## src/rtl/video_timing_decoder_if.sv

```systemverilog
// Video timing bundle: raw sync/de from the source, recovered position and
// measured geometry back from the decoder.
interface video_timing_decoder_if;
  logic       hsync;
  logic       vsync;
  logic       de;
  logic [9:0] sx;
  logic [9:0] sy;
  logic       pix_valid;
  logic       line_start;
  logic       frame_start;
  logic [9:0] h_total;
  logic [9:0] v_total;
  logic [9:0] h_active;
  logic [9:0] v_active;
  logic       locked;

  modport master (
    output hsync, vsync, de,
    input  sx, sy, pix_valid, line_start, frame_start,
    input  h_total, v_total, h_active, v_active, locked
  );

  modport slave (
    input  hsync, vsync, de,
    output sx, sy, pix_valid, line_start, frame_start,
    output h_total, v_total, h_active, v_active, locked
  );
endinterface

```

## src/rtl/video_timing_decoder.sv

```systemverilog
// Video timing decoder: recovers active-pixel coordinates from hsync/vsync/de,
// measures line and frame geometry, and reports lock against expected timing.
module video_timing_decoder #(
  parameter int H_TOTAL_EXP  = 800,
  parameter int V_TOTAL_EXP  = 525,
  parameter int H_ACTIVE_EXP = 640,
  parameter int V_ACTIVE_EXP = 480,
  parameter int LOCK_FRAMES  = 2
) (
  input  logic                 clk_pix,
  input  logic                 rst_pix,
  video_timing_decoder_if.slave vid
);

  localparam logic [1:0] ST_UNLOCKED = 2'd0;
  localparam logic [1:0] ST_CHECK    = 2'd1;
  localparam logic [1:0] ST_LOCKED   = 2'd2;

  localparam logic [9:0] CNT_MAX  = 10'd1023;
  localparam int         WD_LIMIT = 2 * H_TOTAL_EXP;
  localparam int         WD_W     = $clog2(WD_LIMIT + 1);
  localparam int         MC_W     = $clog2(LOCK_FRAMES + 1);

  // Saturating increment shared by every measurement counter.
  function automatic logic [9:0] sat_inc(input logic [9:0] v);
    return (v == CNT_MAX) ? v : v + 10'd1;
  endfunction

  logic hsync_s1, hsync_s2;
  logic vsync_s1, vsync_s2;
  logic de_s1, de_s2;
  logic hs_fall, vs_fall, de_rise, de_fall;

  logic [9:0] sx, sy;
  logic       pix_valid, line_start, frame_start;

  logic [9:0] line_cnt, de_cnt, hs_cnt, de_line_cnt;
  logic [9:0] h_total, v_total, h_active, v_active;
  logic [9:0] h_total_nxt, v_total_nxt, h_active_nxt, v_active_nxt;
  logic       frame_match;

  logic [WD_W-1:0] wd;
  logic            wd_trip;

  logic [1:0]      state, state_nxt;
  logic [MC_W-1:0] match_cnt, match_nxt, match_inc;
  logic            locked;

  // Two-stage input pipeline; syncs idle high (negative polarity), de idles low.
  always_ff @(posedge clk_pix or posedge rst_pix) begin
    if (rst_pix) begin
      hsync_s1 <= 1'b1;
      hsync_s2 <= 1'b1;
      vsync_s1 <= 1'b1;
      vsync_s2 <= 1'b1;
      de_s1    <= 1'b0;
      de_s2    <= 1'b0;
    end else begin
      // NOTE: non-blocking so s2 receives the old s1, giving a real two-stage pipe.
      hsync_s1 <= vid.hsync;
      hsync_s2 <= hsync_s1;
      vsync_s1 <= vid.vsync;
      vsync_s2 <= vsync_s1;
      de_s1    <= vid.de;
      de_s2    <= de_s1;
    end
  end

  assign hs_fall = hsync_s2 & ~hsync_s1;
  assign vs_fall = vsync_s2 & ~vsync_s1;
  assign de_rise = ~de_s2 & de_s1;
  assign de_fall = de_s2 & ~de_s1;

  // Pixel position recovery and one-cycle line/frame start pulses.
  always_ff @(posedge clk_pix or posedge rst_pix) begin
    if (rst_pix) begin
      sx          <= '0;
      sy          <= '0;
      pix_valid   <= 1'b0;
      line_start  <= 1'b0;
      frame_start <= 1'b0;
    end else begin
      pix_valid   <= de_s1;
      line_start  <= hs_fall;
      frame_start <= vs_fall;
      if (de_rise)     sx <= '0;
      else if (de_s1)  sx <= sx + 10'd1;
      if (vs_fall)      sy <= '0;
      else if (de_fall) sy <= sy + 10'd1;
    end
  end

  // Values the measurement outputs take after this edge; a sync edge that
  // coincides with vs_fall is folded in before the frame counts latch.
  // line_cnt restarts at 1 after hs_fall, so at the next hs_fall it already
  // equals the clocks elapsed up to and including the current cycle.
  assign h_total_nxt  = hs_fall ? line_cnt : h_total;
  assign h_active_nxt = de_fall ? de_cnt : h_active;
  assign v_total_nxt  = vs_fall ? (hs_fall ? sat_inc(hs_cnt) : hs_cnt) : v_total;
  assign v_active_nxt = vs_fall ? (de_fall ? sat_inc(de_line_cnt) : de_line_cnt) : v_active;

  assign frame_match = (h_total_nxt  == 10'(H_TOTAL_EXP))  &&
                       (v_total_nxt  == 10'(V_TOTAL_EXP))  &&
                       (h_active_nxt == 10'(H_ACTIVE_EXP)) &&
                       (v_active_nxt == 10'(V_ACTIVE_EXP));

  // Line, de, line-per-frame and active-line counters with their latched results.
  always_ff @(posedge clk_pix or posedge rst_pix) begin
    if (rst_pix) begin
      line_cnt    <= '0;
      de_cnt      <= '0;
      hs_cnt      <= '0;
      de_line_cnt <= '0;
      h_total     <= '0;
      v_total     <= '0;
      h_active    <= '0;
      v_active    <= '0;
    end else begin
      h_total  <= h_total_nxt;
      h_active <= h_active_nxt;
      v_total  <= v_total_nxt;
      v_active <= v_active_nxt;

      line_cnt <= hs_fall ? 10'd1 : sat_inc(line_cnt);

      if (de_fall)    de_cnt <= '0;
      else if (de_s1) de_cnt <= sat_inc(de_cnt);

      if (vs_fall)      hs_cnt <= '0;
      else if (hs_fall) hs_cnt <= sat_inc(hs_cnt);

      if (vs_fall)      de_line_cnt <= '0;
      else if (de_fall) de_line_cnt <= sat_inc(de_line_cnt);
    end
  end

  assign wd_trip = (wd >= WD_W'(WD_LIMIT));

  // Watchdog on missing hsync; holds at its limit so the trip stays asserted.
  always_ff @(posedge clk_pix or posedge rst_pix) begin
    if (rst_pix)      wd <= '0;
    else if (hs_fall) wd <= WD_W'(1);
    else if (!wd_trip) wd <= wd + WD_W'(1);
  end

  assign match_inc = match_cnt + MC_W'(1);

  // Lock FSM next state; the watchdog overrides every frame decision.
  always_comb begin
    // NOTE: defaults first so every path assigns both outputs and no latch is inferred.
    state_nxt = state;
    match_nxt = match_cnt;
    if (wd_trip) begin
      state_nxt = ST_UNLOCKED;
      match_nxt = '0;
    end else if (vs_fall) begin
      case (state)
        ST_UNLOCKED: begin
          state_nxt = ST_CHECK;
          match_nxt = '0;
        end
        ST_CHECK: begin
          if (frame_match) begin
            match_nxt = match_inc;
            if (int'(match_inc) >= LOCK_FRAMES) state_nxt = ST_LOCKED;
          end else begin
            match_nxt = '0;
          end
        end
        ST_LOCKED: begin
          if (!frame_match) begin
            state_nxt = ST_UNLOCKED;
            match_nxt = '0;
          end
        end
        default: begin
          state_nxt = ST_UNLOCKED;
          match_nxt = '0;
        end
      endcase
    end
  end

  // Lock FSM state, match counter and registered lock flag.
  always_ff @(posedge clk_pix or posedge rst_pix) begin
    if (rst_pix) begin
      state     <= ST_UNLOCKED;
      match_cnt <= '0;
      locked    <= 1'b0;
    end else begin
      state     <= state_nxt;
      match_cnt <= match_nxt;
      locked    <= (state_nxt == ST_LOCKED);
    end
  end

  assign vid.sx          = sx;
  assign vid.sy          = sy;
  assign vid.pix_valid   = pix_valid;
  assign vid.line_start  = line_start;
  assign vid.frame_start = frame_start;
  assign vid.h_total     = h_total;
  assign vid.v_total     = v_total;
  assign vid.h_active    = h_active;
  assign vid.v_active    = v_active;
  assign vid.locked      = locked;

endmodule

```

## src/flat_wrapper.sv

```systemverilog
// flat-port wrapper written by rule: the top's interface ports become plain ports
module video_timing_decoder_flat 
#(
  parameter int H_TOTAL_EXP  = 800,
  parameter int V_TOTAL_EXP  = 525,
  parameter int H_ACTIVE_EXP = 640,
  parameter int V_ACTIVE_EXP = 480,
  parameter int LOCK_FRAMES  = 2
)
  (clk_pix, rst_pix, vid_hsync, vid_vsync, vid_de, vid_sx, vid_sy, vid_pix_valid, vid_line_start, vid_frame_start, vid_h_total, vid_v_total, vid_h_active, vid_v_active, vid_locked);
  video_timing_decoder_if vid_i ();
  input  logic clk_pix;
  input  logic rst_pix;
  input wire logic [$bits(vid_i.hsync)-1:0] vid_hsync;
  input wire logic [$bits(vid_i.vsync)-1:0] vid_vsync;
  input wire logic [$bits(vid_i.de)-1:0] vid_de;
  output wire logic [$bits(vid_i.sx)-1:0] vid_sx;
  output wire logic [$bits(vid_i.sy)-1:0] vid_sy;
  output wire logic [$bits(vid_i.pix_valid)-1:0] vid_pix_valid;
  output wire logic [$bits(vid_i.line_start)-1:0] vid_line_start;
  output wire logic [$bits(vid_i.frame_start)-1:0] vid_frame_start;
  output wire logic [$bits(vid_i.h_total)-1:0] vid_h_total;
  output wire logic [$bits(vid_i.v_total)-1:0] vid_v_total;
  output wire logic [$bits(vid_i.h_active)-1:0] vid_h_active;
  output wire logic [$bits(vid_i.v_active)-1:0] vid_v_active;
  output wire logic [$bits(vid_i.locked)-1:0] vid_locked;
  assign vid_i.hsync = vid_hsync;
  assign vid_i.vsync = vid_vsync;
  assign vid_i.de = vid_de;
  assign vid_sx = vid_i.sx;
  assign vid_sy = vid_i.sy;
  assign vid_pix_valid = vid_i.pix_valid;
  assign vid_line_start = vid_i.line_start;
  assign vid_frame_start = vid_i.frame_start;
  assign vid_h_total = vid_i.h_total;
  assign vid_v_total = vid_i.v_total;
  assign vid_h_active = vid_i.h_active;
  assign vid_v_active = vid_i.v_active;
  assign vid_locked = vid_i.locked;
  video_timing_decoder #(.H_TOTAL_EXP(H_TOTAL_EXP), .V_TOTAL_EXP(V_TOTAL_EXP), .H_ACTIVE_EXP(H_ACTIVE_EXP), .V_ACTIVE_EXP(V_ACTIVE_EXP), .LOCK_FRAMES(LOCK_FRAMES)) u_core (.clk_pix(clk_pix), .rst_pix(rst_pix), .vid(vid_i));
endmodule
```

## config.mk

```make
export PLATFORM = sky130hd
export DESIGN_NAME = video_timing_decoder_flat
export DESIGN_NICKNAME = d
export VERILOG_FILES = /design/src/rtl/video_timing_decoder_if.sv /design/src/rtl/video_timing_decoder.sv /design/src/flat_wrapper.sv
export SDC_FILE = /design/constraint.sdc
export NUM_CORES = 1
export LEC_CHECK = 0
export BUFFER_PORTS_ARGS = -buffer_cell sky130_fd_sc_hd__buf_2
export CAP_MARGIN = 20
export CORE_MARGIN = 5
export CORE_UTILIZATION = 63
export DETAILED_ROUTE_END_ITERATION = 7
export PLACE_DENSITY = 0.85
export REMOVE_ABC_BUFFERS = 1
export SYNTH_ARGS = -nofsm -noshare
export SYNTH_HDL_FRONTEND = slang
export SYNTH_SLANG_ARGS = --single-unit
```

## constraint.sdc

```tcl
create_clock -name clk_pix -period 6.25 [get_ports clk_pix]
set_input_delay 0.3125 -clock clk_pix [delete_from_list [all_inputs] [get_ports clk_pix]]
set_output_delay 0.3125 -clock clk_pix [all_outputs]
set_load 0.05 [all_outputs]
```

==> results.rst <==
.. list-table::
   :header-rows: 1

   * - Metric
     - Value
   * - Synth area leaders
     - sky130_fd_sc_hd__dfrtp_1 51%, sky130_fd_sc_hd__nand2_1 6.9%, sky130_fd_sc_hd__nor2_1 4.3%, sky130_fd_sc_hd__o21ai_0 3.7%, sky130_fd_sc_hd__xor2_1 3.6%
   * - Time the final worst path needs with I/O delays and setup
     - 3.976 ns
   * - Crit-path max FO
     - 30
   * - Library cell occupying the most area in the post-synthesis netlist
     - sky130_fd_sc_hd__dfrtp_1
   * - Proportion of synthesized chip area in sequential cells
     - a little over half
   * - Die extent in x
     - roughly 110 um
   * - Worst Setup Start Kind
     - flop
   * - Category of the most critical setup path
     - flop to flop
   * - Fmax achieved
     - about 0.25 GHz
   * - Die boundary height
     - 106.5 um
   * - I/O Pins
     - 69
   * - Start point of the worst hold path
     - u_core.vsync_s1
   * - Worst hold path class
     - flop to flop
   * - Least-Margin Pin Slew
     - 0.9991 ns
   * - Net total in the final layout
     - ~700
   * - N_diodes
     - 0
   * - Worst R2R End
     - u_core.state[0]
   * - Grt ovf
     - 0
   * - Area growth from synthesis to layout
     - 17.74%
   * - Final period util
     - a little under two thirds
   * - Register ranked first by flip-flop count
     - u_core.wd
   * - Area of the die
     - 11330 um^2
   * - Number of hold-repair buffers added at the cts stage
     - 4
   * - Clock tree from TritonCTS
     - built
   * - Placed Cells
     - 773
   * - Number of sinks handled by clock tree synthesis
     - roughly 120
   * - Fraction of post-synthesis cell area in the top cell type by area
     - between 50% and 60%
   * - Number of unique standard cell types used by synthesis
     - 57
   * - Std-Cell Rows
     - 35
   * - Cell Pwr Density
     - about 320 nW/um^2
   * - Setup slack on the worst flop-to-flop path
     - between 2 and 2.5 ns
   * - Number of setup violations in the final report
     - 0
   * - Tightest slew margin relative to the limit
     - approximately a third
   * - Endpoint class of the critical path
     - flop
   * - Share of flip-flops with an asynchronous set or reset after synthesis
     - between 90% and 100%
   * - #FFs+latches synth
     - roughly 120
   * - CTS-repair resized insts
     - 0
   * - Avg Synthesized Cell Area
     - approximately 9.6 um^2
   * - Number of flops mapped to enable cells by yosys
     - 0
   * - Crit path required time
     - about 6.7 ns
   * - CTS buffer count
     - 17
   * - Maximum resistive drop on vdd
     - around 0.00024 V
   * - Number of failing hold endpoints at the final stage
     - 0
   * - Destination of the worst hold path
     - u_core.vsync_s2
   * - Minimum hold slack
     - between 0.3 and 0.4 ns
   * - Placer congestion estimate
     - roughly 0.87
   * - Half-perimeter wire length after placement
     - between 9000 and 10000 um
   * - Number of antenna-violating nets in the routed design
     - 0
   * - Remaining DRCs
     - 0
   * - Number of max-slew violations in the final report
     - 0
   * - First-pass GRT wire length
     - roughly 23000 um
   * - Leading register cell type out of synthesis
     - sky130_fd_sc_hd__dfrtp_1
   * - Drt pass-1 iters
     - 6
   * - Maximum number of pins on one net before global-route repair
     - between 70 and 80
   * - Total Negative Setup Slacks
     - 0 ns
   * - Starting density of the core
     - 64.03%
   * - Layout filler cell count
     - between 600 and 700
   * - Worst clock skew
     - ~0.0064 ns
   * - Leading post-synthesis cells by instance count
     - 120 x sky130_fd_sc_hd__dfrtp_1, 108 x sky130_fd_sc_hd__nand2_1, 67 x sky130_fd_sc_hd__nor2_1
   * - Yosys synthesis warning count
     - 0
   * - Wirelength, routed
     - between 10000 and 15000 um
   * - Outcome
     - completed
   * - Number of cells traversed by the worst register-to-register path
     - 9
   * - Proportion of layout cells with a drive suffix above 1
     - about 16%
   * - R2r startpoint
     - u_core.hsync_s2
   * - Clock slew seen by the registers of the worst setup and hold paths
     - ~0.06 ns
   * - Aggregate global-route resource usage
     - about a quarter
   * - Detail-routed net length per standard cell
     - 17.02 um
   * - Count of maximum capacitance violations
     - 0
   * - CP startpoint
     - u_core.hsync_s2
   * - CP Data Arrival Time
     - roughly 4.4 ns
   * - Area taken by flip-flops and latches
     - slightly above 3000 um^2
   * - Library cell used as clock root buffer
     - sky130_fd_sc_hd__clkbuf_8
   * - Most frequent cell after synthesis
     - sky130_fd_sc_hd__dfrtp_1
   * - Flip-flop count of the largest register, all copies and words added
     - 11
   * - Number of vias per cell
     - between 6 and 7
   * - Max Buffers Root-to-Sink
     - 2
   * - Routed vias
     - between 4000 and 5000
   * - Cell leakage power
     - between 0.003 and 0.004 uW
   * - Antenna violations before repair
     - 0
   * - Hold Path Depth
     - 0
   * - Core box area
     - just over 9000 um^2
   * - Cell count after synthesis
     - slightly above 600
   * - Setup Buffers After CTS
     - 0
   * - Number of buffers inserted by port buffering
     - 68
   * - Area of the multi-input gates
     - roughly 2600 um^2
   * - Number of DRC markers in iteration 0
     - between 300 and 400
   * - Number of standard cells in the layout, taps in and fillers out
     - 809
   * - Setup repair after global routing missed its margin
     - false
   * - Mapped Area
     - roughly 5900 um^2
   * - Vias in the first global route
     - roughly 4800
   * - Source-to-sink clock delay at the later pin of the worst-skew pair
     - ~0.52 ns
   * - CTS H-Tree Depth
     - 4
[area by class of cell]
class                           instances  share of cell area, %
Timing Repair Buffer                   76                  5.947
Tap cell                              111                  2.013
Inverter                               13                 0.7434
Clock buffer                           19                  6.256
Clock inverter                         13                  2.158
Sequential cell                       124                  45.04
Multi-Input combinational cell        453                  37.84
[stage by stage]
stage | power (uW) | setup WS, ns | cell area, um^2 | util (%)
after floorplan | 1187 | 2.313 | 5768 | -
after global placement | 1265 | 2.555 | 6280 | 68.61
after detailed placement | 1278 | 2.424 | 6280 | 68.61
after CTS | 2239 | 2.339 | 6900 | 75.39
after global routing | 2325 | 2.036 | 6900 | 75.39
final | 2232 | 2.274 | 6900 | 75.39
[critical path, stage by stage, from the launching register on]
cell,delay [ns]
sky130_fd_sc_hd__dfstp_2,0.55
sky130_fd_sc_hd__nand2b_1,0.40
sky130_fd_sc_hd__inv_1,0.88
sky130_fd_sc_hd__o31a_1,0.31
sky130_fd_sc_hd__mux2i_1,0.30
sky130_fd_sc_hd__a31oi_1,0.12
sky130_fd_sc_hd__a2111oi_0,0.57
sky130_fd_sc_hd__and4bb_1,0.40
sky130_fd_sc_hd__a31oi_1,0.13
sky130_fd_sc_hd__a31o_1,0.19
[routing by layer]
layer / wire length (um) / share of wire (%) / global-route usage [%]
met1: 5745 / 42 / 33.78
met2: 7077 / 51 / 42.58
met3: 647 / 4.7 / 4.675
met4: 295 / 2.1 / 8.311
met5: 0 / 0 / 0
[logic make-up (layout without fill, tap and decap cells)]
family / after synthesis / after routing / synth area share (%)
AOI/OAI and AO/OA: 103 / 103 / 10.78
xor gates and xnor gates: 33 / 33 / 4.932
adders and majority gates: 8 / 8 / 1.708
buffers and inverters: 36 / 121 / 2.412
DFF: 124 / 124 / 53.03
muxes: 12 / 12 / 2.114
and+or+nand+nor: 297 / 297 / 25.02
[cells in the final DEF, fill, tap and decap left out, types with 4 or more instances in the layout]
cell type,n
sky130_fd_sc_hd__mux2i_1,9
sky130_fd_sc_hd__nand3_1,27
sky130_fd_sc_hd__nor4_1,4
sky130_fd_sc_hd__nor3_1,12
sky130_fd_sc_hd__nand2_1,108
sky130_fd_sc_hd__buf_4,4
sky130_fd_sc_hd__ha_1,8
sky130_fd_sc_hd__nand2b_1,9
sky130_fd_sc_hd__a21oi_1,20
sky130_fd_sc_hd__dlygate4sd3_1,4
sky130_fd_sc_hd__inv_1,11
sky130_fd_sc_hd__nand4_1,17
sky130_fd_sc_hd__nor2_1,67
sky130_fd_sc_hd__and3_1,13
sky130_fd_sc_hd__nand4b_1,4
sky130_fd_sc_hd__buf_2,68
sky130_fd_sc_hd__nor2b_1,4
sky130_fd_sc_hd__xor2_1,24
sky130_fd_sc_hd__o211ai_1,4
sky130_fd_sc_hd__dfrtp_1,120
sky130_fd_sc_hd__clkbuf_16,16
sky130_fd_sc_hd__dfstp_2,4
sky130_fd_sc_hd__nor4b_1,9
sky130_fd_sc_hd__xnor2_1,9
sky130_fd_sc_hd__and4b_1,4
sky130_fd_sc_hd__a31oi_1,9
sky130_fd_sc_hd__o21ai_0,43
sky130_fd_sc_hd__clkinv_2,7
[power breakdown]
part | internal [uW] | switching, uW | leakage [uW]
logic | 86.0 | 232 | 0.00144
clock network | 612 | 348 | 0.000287
registers | 872 | 81.0 | 0.00167
total | 1570 | 661 | 0.00340
[worst max path at each step]
stage	endpoint	slack [ns]	cells after the start
floorplan	u_core.state[0]	2.31	9
global placement	u_core.state[0]	2.56	9
detailed placement	u_core.state[0]	2.42	9
CTS	u_core.state[0]	2.34	9
global route	u_core.state[0]	2.04	9
finish	u_core.state[0]	2.27	9
Note: power is estimated with default switching activity, not from simulation.
